--- config.mk ---
export PLATFORM = sky130hd
export DESIGN_NAME = lcd_update_arbiter_flat
export DESIGN_NICKNAME = d
export VERILOG_FILES = /design/src/rtl/lcd_pkg.sv /design/src/rtl/lcd_update_arbiter_if.sv /design/src/rtl/rr_arbiter.sv /design/src/rtl/lcd_update_arbiter.sv /design/src/flat_wrapper.sv
export SDC_FILE = /design/constraint.sdc
export NUM_CORES = 2
export LEC_CHECK = 0
export ABC_AREA = 1
export BUFFER_PORTS_ARGS = -buffer_cell sky130_fd_sc_hd__buf_2
export CORE_AREA = 2 2 507 509
export DETAILED_ROUTE_END_ITERATION = 8
export DIE_AREA = 0 0 509 511
export PLACE_DENSITY = 0.36
export SYNTH_ARGS = -nofsm -noshare
export SYNTH_HDL_FRONTEND = slang
export SYNTH_HIERARCHICAL = 1
export SYNTH_SLANG_ARGS = --single-unit
--- constraint.sdc ---
create_clock -name clk -period 3 [get_ports clk]
set_input_delay 0.3 -clock clk [delete_from_list [all_inputs] [get_ports clk]]
set_output_delay 0.3 -clock clk [all_outputs]
set_load 0.005 [all_outputs]
--- src/rtl/lcd_pkg.sv ---
// rtl/lcd_pkg.sv - shared constants and state encoding for the LCD update arbiter
// Contents: LCD_ROW_W (bits per 16-char row), LCD_BLANK_ROW (all ASCII spaces),
//           lcd_state_t (arbiter sequencing states).
package lcd_pkg;

    localparam int LCD_ROW_W = 128;
    localparam logic [LCD_ROW_W-1:0] LCD_BLANK_ROW = {16{8'h20}};

    typedef enum logic [2:0] {
        IDLE    = 3'd0,
        CHECK   = 3'd1,
        START   = 3'd2,
        WAIT    = 3'd3,
        HOLDOFF = 3'd4
    } lcd_state_t;

endpackage

--- src/rtl/lcd_update_arbiter_if.sv ---
// rtl/lcd_update_arbiter_if.sv - requester and LCD-driver signal bundle for the arbiter
// Signals: req/row1_in/row2_in/force_req  requester requests, packed rows, dedup bypass
//          grant/done/err                  per-requester grant and completion pulses
//          lcd_ena/row1/row2/lcd_busy      LCD driver handshake and latched rows
// Modports: slave = arbiter side, master = requesters + driver side.
interface lcd_update_arbiter_if #(
    parameter int NUM_REQ = 4
);
    import lcd_pkg::*;

    logic [NUM_REQ-1:0]           req;
    logic [LCD_ROW_W*NUM_REQ-1:0] row1_in;
    logic [LCD_ROW_W*NUM_REQ-1:0] row2_in;
    logic [NUM_REQ-1:0]           force_req;
    logic [NUM_REQ-1:0]           grant;
    logic [NUM_REQ-1:0]           done;
    logic [NUM_REQ-1:0]           err;
    logic                         lcd_ena;
    logic [LCD_ROW_W-1:0]         row1;
    logic [LCD_ROW_W-1:0]         row2;
    logic                         lcd_busy;

    modport slave (
        input  req, row1_in, row2_in, force_req, lcd_busy,
        output grant, done, err, lcd_ena, row1, row2
    );

    modport master (
        output req, row1_in, row2_in, force_req, lcd_busy,
        input  grant, done, err, lcd_ena, row1, row2
    );

endinterface

--- src/rtl/rr_arbiter.sv ---
// rtl/rr_arbiter.sv - round-robin picker: first set request at or after a registered pointer
// Ports: clk, rst       clock, synchronous active-high reset (pointer -> 0)
//        req            request vector
//        advance        move the pointer to adv_idx+1 (mod N)
//        adv_idx        index of the requester just served
//        gnt/gnt_idx    one-hot winner and its index (combinational)
//        gnt_valid      any request pending
module rr_arbiter #(
    parameter  int N  = 4,
    localparam int IW = (N > 1) ? $clog2(N) : 1
) (
    input  logic          clk,
    input  logic          rst,
    input  logic [N-1:0]  req,
    input  logic          advance,
    input  logic [IW-1:0] adv_idx,
    output logic [N-1:0]  gnt,
    output logic [IW-1:0] gnt_idx,
    output logic          gnt_valid
);

    logic [IW-1:0] ptr;
    logic [IW-1:0] cand;
    int            scan;

    always_ff @(posedge clk) begin
        if (rst) begin
            ptr <= '0;
        end else if (advance) begin
            ptr <= (int'(adv_idx) == N - 1) ? '0 : adv_idx + IW'(1);
        end
    end

    // Scan N slots starting at ptr, wrapping; the first pending one wins.
    always_comb begin
        gnt       = '0;
        gnt_idx   = '0;
        gnt_valid = 1'b0;
        scan      = 0;
        cand      = '0;
        for (int k = 0; k < N; k++) begin
            scan = int'(ptr) + k;
            if (scan >= N) begin
                scan = scan - N;
            end
            cand = IW'(scan);
            if (!gnt_valid && req[cand]) begin
                gnt_valid  = 1'b1;
                gnt_idx    = cand;
                gnt[cand]  = 1'b1;
            end
        end
    end

endmodule

--- src/rtl/lcd_update_arbiter.sv ---
// rtl/lcd_update_arbiter.sv - shares one character-LCD driver among NUM_REQ frame producers
// Ports: clk  system clock
//        rst  synchronous active-high reset
//        bus  lcd_update_arbiter_if.slave: requests/rows/force in, grant/done/err out,
//             lcd_ena/row1/row2 to the driver, lcd_busy (asynchronous) from the driver
module lcd_update_arbiter
    import lcd_pkg::*;
#(
    parameter int NUM_REQ     = 4,
    parameter int HOLDOFF_CYC = 50000,
    parameter int TIMEOUT_CYC = 2000000,
    parameter int DEDUP_EN    = 1
) (
    input logic                 clk,
    input logic                 rst,
    lcd_update_arbiter_if.slave bus
);

    localparam int IW = (NUM_REQ > 1) ? $clog2(NUM_REQ) : 1;
    localparam int HW = $clog2(HOLDOFF_CYC) + 1;
    localparam int TW = $clog2(TIMEOUT_CYC) + 1;

    lcd_state_t           state;
    logic                 busy_m, busy_s;
    logic [NUM_REQ-1:0]   grant_r, done_r, err_r;
    logic                 ena_r;
    logic [LCD_ROW_W-1:0] row1_r, row2_r, last1, last2;
    logic                 last_valid;
    logic                 force_l;
    logic [IW-1:0]        win_idx;
    logic                 armed;
    logic [HW-1:0]        hcnt;
    logic [TW-1:0]        tcnt;

    logic [NUM_REQ-1:0]   arb_gnt;
    logic [IW-1:0]        arb_idx;
    logic                 arb_valid;
    logic [LCD_ROW_W-1:0] sel_row1, sel_row2;
    logic                 sel_force;
    logic                 skip, hit, tout, finish;

    // lcd_busy comes from the driver's 1 MHz domain.
    always_ff @(posedge clk) begin
        if (rst) begin
            busy_m <= 1'b0;
            busy_s <= 1'b0;
        end else begin
            busy_m <= bus.lcd_busy;
            busy_s <= busy_m;
        end
    end

    rr_arbiter #(.N(NUM_REQ)) u_rr (
        .clk      (clk),
        .rst      (rst),
        .req      (bus.req),
        .advance  (finish),
        .adv_idx  (win_idx),
        .gnt      (arb_gnt),
        .gnt_idx  (arb_idx),
        .gnt_valid(arb_valid)
    );

    always_comb begin
        sel_row1  = LCD_BLANK_ROW;
        sel_row2  = LCD_BLANK_ROW;
        sel_force = 1'b0;
        for (int i = 0; i < NUM_REQ; i++) begin
            if (arb_idx == IW'(i)) begin
                sel_row1  = bus.row1_in[i*LCD_ROW_W +: LCD_ROW_W];
                sel_row2  = bus.row2_in[i*LCD_ROW_W +: LCD_ROW_W];
                sel_force = bus.force_req[i];
            end
        end
    end

    // hit: the edge the current handshake phase is waiting for. In START before
    // arming we are still waiting for a busy driver to go idle, which only arms.
    always_comb begin
        skip   = (DEDUP_EN != 0) && last_valid && !force_l &&
                 (row1_r == last1) && (row2_r == last2);
        hit    = (state == START) ? (armed && busy_s) : !busy_s;
        tout   = ((state == START) || (state == WAIT)) && !hit &&
                 (tcnt == TW'(TIMEOUT_CYC - 1));
        finish = ((state == CHECK) && skip) || ((state == WAIT) && hit) || tout;
    end

    always_ff @(posedge clk) begin
        if (rst) begin
            state      <= IDLE;
            grant_r    <= '0;
            done_r     <= '0;
            err_r      <= '0;
            ena_r      <= 1'b0;
            row1_r     <= LCD_BLANK_ROW;
            row2_r     <= LCD_BLANK_ROW;
            last1      <= LCD_BLANK_ROW;
            last2      <= LCD_BLANK_ROW;
            last_valid <= 1'b0;
            force_l    <= 1'b0;
            win_idx    <= '0;
            armed      <= 1'b0;
            hcnt       <= '0;
            tcnt       <= '0;
        end else begin
            done_r <= '0;
            err_r  <= '0;
            if (tout) begin
                err_r      <= grant_r;
                ena_r      <= 1'b0;
                grant_r    <= '0;
                last_valid <= 1'b0;
                hcnt       <= '0;
                state      <= HOLDOFF;
            end else begin
                case (state)
                    IDLE: begin
                        if (arb_valid) begin
                            win_idx <= arb_idx;
                            grant_r <= arb_gnt;
                            row1_r  <= sel_row1;
                            row2_r  <= sel_row2;
                            force_l <= sel_force;
                            state   <= CHECK;
                        end
                    end
                    CHECK: begin
                        tcnt <= '0;
                        if (skip) begin
                            done_r  <= grant_r;
                            grant_r <= '0;
                            state   <= IDLE;
                        end else begin
                            // A driver still busy from a previous write must go idle first.
                            ena_r <= !busy_s;
                            armed <= !busy_s;
                            state <= START;
                        end
                    end
                    START: begin
                        if (hit) begin
                            ena_r <= 1'b0;
                            tcnt  <= '0;
                            state <= WAIT;
                        end else begin
                            tcnt <= tcnt + TW'(1);
                            if (!armed && !busy_s) begin
                                armed <= 1'b1;
                                ena_r <= 1'b1;
                            end
                        end
                    end
                    WAIT: begin
                        if (hit) begin
                            last1      <= row1_r;
                            last2      <= row2_r;
                            last_valid <= 1'b1;
                            done_r     <= grant_r;
                            grant_r    <= '0;
                            hcnt       <= '0;
                            state      <= HOLDOFF;
                        end else begin
                            tcnt <= tcnt + TW'(1);
                        end
                    end
                    HOLDOFF: begin
                        if (hcnt == HW'(HOLDOFF_CYC - 1)) begin
                            state <= IDLE;
                        end else begin
                            hcnt <= hcnt + HW'(1);
                        end
                    end
                    default: state <= IDLE;
                endcase
            end
        end
    end

    assign bus.grant   = grant_r;
    assign bus.done    = done_r;
    assign bus.err     = err_r;
    assign bus.lcd_ena = ena_r;
    assign bus.row1    = row1_r;
    assign bus.row2    = row2_r;

endmodule
--- src/flat_wrapper.sv ---
// flat-port wrapper written by rule: the top's interface ports become plain ports
module lcd_update_arbiter_flat import lcd_pkg::*;
#(
    parameter int NUM_REQ     = 4,
    parameter int HOLDOFF_CYC = 50000,
    parameter int TIMEOUT_CYC = 2000000,
    parameter int DEDUP_EN    = 1
)
  (clk, rst, bus_req, bus_row1_in, bus_row2_in, bus_force_req, bus_lcd_busy, bus_grant, bus_done, bus_err, bus_lcd_ena, bus_row1, bus_row2);
  lcd_update_arbiter_if #(.NUM_REQ(NUM_REQ)) bus_i ();
  input logic clk;
  input logic rst;
  input wire logic [$bits(bus_i.req)-1:0] bus_req;
  input wire logic [$bits(bus_i.row1_in)-1:0] bus_row1_in;
  input wire logic [$bits(bus_i.row2_in)-1:0] bus_row2_in;
  input wire logic [$bits(bus_i.force_req)-1:0] bus_force_req;
  input wire logic [$bits(bus_i.lcd_busy)-1:0] bus_lcd_busy;
  output wire logic [$bits(bus_i.grant)-1:0] bus_grant;
  output wire logic [$bits(bus_i.done)-1:0] bus_done;
  output wire logic [$bits(bus_i.err)-1:0] bus_err;
  output wire logic [$bits(bus_i.lcd_ena)-1:0] bus_lcd_ena;
  output wire logic [$bits(bus_i.row1)-1:0] bus_row1;
  output wire logic [$bits(bus_i.row2)-1:0] bus_row2;
  assign bus_i.req = bus_req;
  assign bus_i.row1_in = bus_row1_in;
  assign bus_i.row2_in = bus_row2_in;
  assign bus_i.force_req = bus_force_req;
  assign bus_i.lcd_busy = bus_lcd_busy;
  assign bus_grant = bus_i.grant;
  assign bus_done = bus_i.done;
  assign bus_err = bus_i.err;
  assign bus_lcd_ena = bus_i.lcd_ena;
  assign bus_row1 = bus_i.row1;
  assign bus_row2 = bus_i.row2;
  lcd_update_arbiter #(.NUM_REQ(NUM_REQ), .HOLDOFF_CYC(HOLDOFF_CYC), .TIMEOUT_CYC(TIMEOUT_CYC), .DEDUP_EN(DEDUP_EN)) u_core (.clk(clk), .rst(rst), .bus(bus_i));
endmodule
==> results.md <==
- Footprint of the multi-input gates: 0.0178 mm2
- Flip-flop and latch area: 0.0115 mm2
- RSZ-0062 raised after global routing: yes
- Wire per inst: 25.9 um
- Area growth from synthesis to layout: 85.5%
- Antenna violations before repair: 91
- Required time at the worst-slack endpoint: 3600 ps
- Core Footprint: 0.255 mm2
- Initial standard-cell utilization of the core: 11.9%
- Die ar.: 0.260 mm2
- Die Y: 511 um
- Antenna-violating nets left: 0
- Max-slew headroom at the worst pin: 28.6%
- Maximum number of pins on one net before global-route repair: 132
- Maximum clock skew at final layout: 31.9 ps
- Number of cells in the finished layout apart from fillers: 10.4k
- Latest clock arrival within the worst-skew pair: 730 ps
- Cell types with the highest counts after synthesis: sky130_fd_sc_hd__nand2_1, sky130_fd_sc_hd__dfxtp_1, sky130_fd_sc_hd__a21oi_1
- Die width: 509 um
- Remaining global-route overflow: 0
- Final worst-path setup slack: -63.4 ps
- Signal arrival time at the worst endpoint: 3660 ps
- Sum of routed wire length over all layers: 268000 um
- Clock Path Buffers: 3
- Detailed Routing Iterations Pass 1: 5
- Number of ports placed on the die boundary: 1304
- Yosys top cell area share: 38.0%
- H-Tree Depth: 3
- Pin slew with the least headroom to its limit: 1070 ps
- Power density relative to cell area: 1070 mW/mm2
- Post-placement cell area: 0.0434 mm2
- Static Leak: 24.8 nW
- Final total negative setup slack: -274 ps
- Number of clock buffers inserted by TritonCTS: 86
- Count of placed standard cells including taps: 9452
- Final period demand of the worst path: 3060 ps
- Number of remaining DRC errors: 0
- Number of flops mapped to enable cells by yosys: 0
- Max-slew violation count: 0
- TritonCTS clock tree: built
- Iteration-0 DRC Markers: 2482
- Average size of a mapped cell: 6.47 um2
- Via density per instance: 4.01
- Number of violations of the max-capacitance limit: 0
- Clock-pin slew of the registers on the worst-case setup and hold paths: 60 ps
- Final critical-path share of the clock period: 102%
- Critical path fanouts, max: 7
- Sequential cell area fraction in the yosys report: 38.0%
- Critical path type: flip-flop to flip-flop
- Non-Filler Cell Area, Final: 0.0563 mm2
- Gp weighted congestion: 0.886
- Worst setup timing slack at the placement stage: -613 ps
- Sink count of the clock tree: 576
- Number of library cell types mapped by synthesis: 42
- Total number of placement rows: 186
- Violations in the final reports: setup timing
- HPWL Detailed: 212000 um
- I/O Buffers: 1303
- Number of global-route vias before repair: 41.7k
- Cell taking the most area after synthesis: sky130_fd_sc_hd__dfxtp_1
- Utilization after layout: 22.0%
- Crit path launch type: flip-flop
- Area of the mapped netlist: 0.0303 mm2
- Run status: finished with violations
- Cells taking the most area after synthesis: sky130_fd_sc_hd__dfxtp_1, sky130_fd_sc_hd__nand2_1, sky130_fd_sc_hd__a21oi_1, sky130_fd_sc_hd__o21ai_0, sky130_fd_sc_hd__inv_1
- Root Buffer Master: sky130_fd_sc_hd__clkbuf_16
- Filler cell count in the final layout: 28.8k
- Top FF cell, synth: sky130_fd_sc_hd__dfxtp_1
- Overall fraction of global-route tracks in use: 19.3%
- F_max: 326 MHz
- Post-Synthesis Net Count: 5734
- Min-Delay Path Class: input pin to flip-flop
- Via count: 41.6k
- Most repeated cell in the gate-level netlist after synthesis: sky130_fd_sc_hd__nand2_1
- Setup-failing EPs final: 13
- Hold Vio Cnt, Final: 0
- # nets final: 7922
- Cells after synthesis: 4691
- FFs w/ async S/R, synth: 0%
- #FFs+latches synth: 576
- Worst ir drop on vdd: 422 uV
- Number of warnings issued by yosys: 6
- Wire length of the first global-routing pass: 347000 um
- Proportion of layout cells with a drive suffix above 1: 32.3%
- Kind of capture point of the worst setup path: flip-flop
flip-flops by register name, indices dropped and copies added (netlist names), 4 cells and up:
| name | cells |
|---|---|
| u_core/tcnt | 22 |
| u_core/bus.grant | 4 |
| u_core/last1 | 128 |
| u_core/bus.done | 4 |
| u_core/bus.err | 4 |
| u_core/bus.row1 | 128 |
| u_core/bus.row2 | 128 |
| u_core/hcnt | 17 |
| u_core/last2 | 128 |
final timing paths:
kind | startpoint | end | slack [ps] | depth (start not counted)
hold reg to reg | u_core/last1[82]$_SDFFE_PP0P_ | u_core/last1[82]$_SDFFE_PP0P_ | 460 | 2
hold / removal | bus_row1_in[313] | u_core/bus.row1[57]$_SDFFE_PP0P_ | 20 | 5
setup / recovery | u_core/u_rr/ptr[0]$_SDFFE_PP0P_ | u_core/bus.row1[20]$_SDFFE_PP0P_ | -60 | 20
setup reg to reg | u_core/u_rr/ptr[0]$_SDFFE_PP0P_ | u_core/bus.row1[20]$_SDFFE_PP0P_ | -60 | 20
cell families after synthesis:
family                     count (synthesis)  share of synthesized area, %
DFF                                      576                          38.0
buffers and inverters                    698                          8.83
xor gates and xnor gates                  71                          2.05
and+or+nand+nor                         2161                          29.3
AOI/OAI and AO/OA                       1177                          21.5
adders and majority gates                  8                         0.330
placed cells by master (no fill, tap or decap), drive strengths merged:
cell type and instances:
buf 1712, nand2 1616, dlygate4sd3 660, dfxtp 576, o21ai 476, a21oi 464, inv 410, nor2 197
nand3 162, nand4 154, a211oi 153, clkbuf 132, xor2 41, diode 32, xnor2 30, o211ai 26
o211a 24, clkinv 23, nor3 20, a31oi 19, bufinv 10, ha 8, o22ai 7, clkinvlp 6
nor4 5, a21boi 4, bufbuf 3, nand3b 3, or2 2, o2111a 1, nor3b 1, nor4b 1
a221oi 1, o21bai 1, o21a 1
critical path: stages, from the launching register on:
cell and delay [ps]:
sky130_fd_sc_hd__dfxtp_2 360, sky130_fd_sc_hd__inv_4 50, sky130_fd_sc_hd__ha_4 290, sky130_fd_sc_hd__inv_4 40
sky130_fd_sc_hd__nand2_2 50, sky130_fd_sc_hd__nand2_2 60, sky130_fd_sc_hd__nor2_4 140, sky130_fd_sc_hd__buf_6 110
sky130_fd_sc_hd__nand4_1 150, sky130_fd_sc_hd__nand3_4 150, sky130_fd_sc_hd__buf_12 140, sky130_fd_sc_hd__buf_6 100
sky130_fd_sc_hd__nor2_4 40, sky130_fd_sc_hd__buf_12 130, sky130_fd_sc_hd__buf_16 160, sky130_fd_sc_hd__buf_16 170
sky130_fd_sc_hd__buf_8 150, sky130_fd_sc_hd__nand2_4 40, sky130_fd_sc_hd__nand4_1 240, sky130_fd_sc_hd__o21ai_2 260
sky130_fd_sc_hd__a21oi_1 50
routing by layer:
layer / GRT usage [%] / part of all wire, % / vias to the layer above
met3: 3.71 / 5.4 / 369
met2: 33.4 / 48 / 1537
met5: 0 / 0.10 / -
met1: 24.2 / 44 / 19700
met4: 5.35 / 3.2 / 40
li1: - / - / 19900
timing repair:
action / 4_1_cts / 5_1_grt
endpoints found under the setup margin: 253 / 239
gates cloned: 9 / 15
pin swaps: 23 / 125
gates resized for setup: 181 / 412
buffers inserted: 28 / 33
hold buffers: 642 / 18
hold endpoints to repair: 231 / 12
power by group:
part | switching [mW] | internal (mW)
registers | 2.93 | 10.1
logic | 22.8 | 13.6
clock network | 4.43 | 6.63
through the flow:
stage | hold WS [ps] | power, mW
after floorplan | 372 | 24.0
after global placement | 442 | 45.1
after detailed placement | 454 | 45.1
after CTS | 0.0535 | 59.3
after global routing | 2.41 | 64.6
final | 21.3 | 60.5
cell type report:
class,count,area share (%)
Antenna cell,32,0.142
Clock buffer,117,4.39
Clock inverter,41,0.916
Inverter,408,2.79
Multi-Input combinational cell,3417,31.6
Sequential cell,576,20.5
Tap cell,3384,7.52
Timing Repair Buffer,2390,32.1
Power figures use the tool's default switching activity.
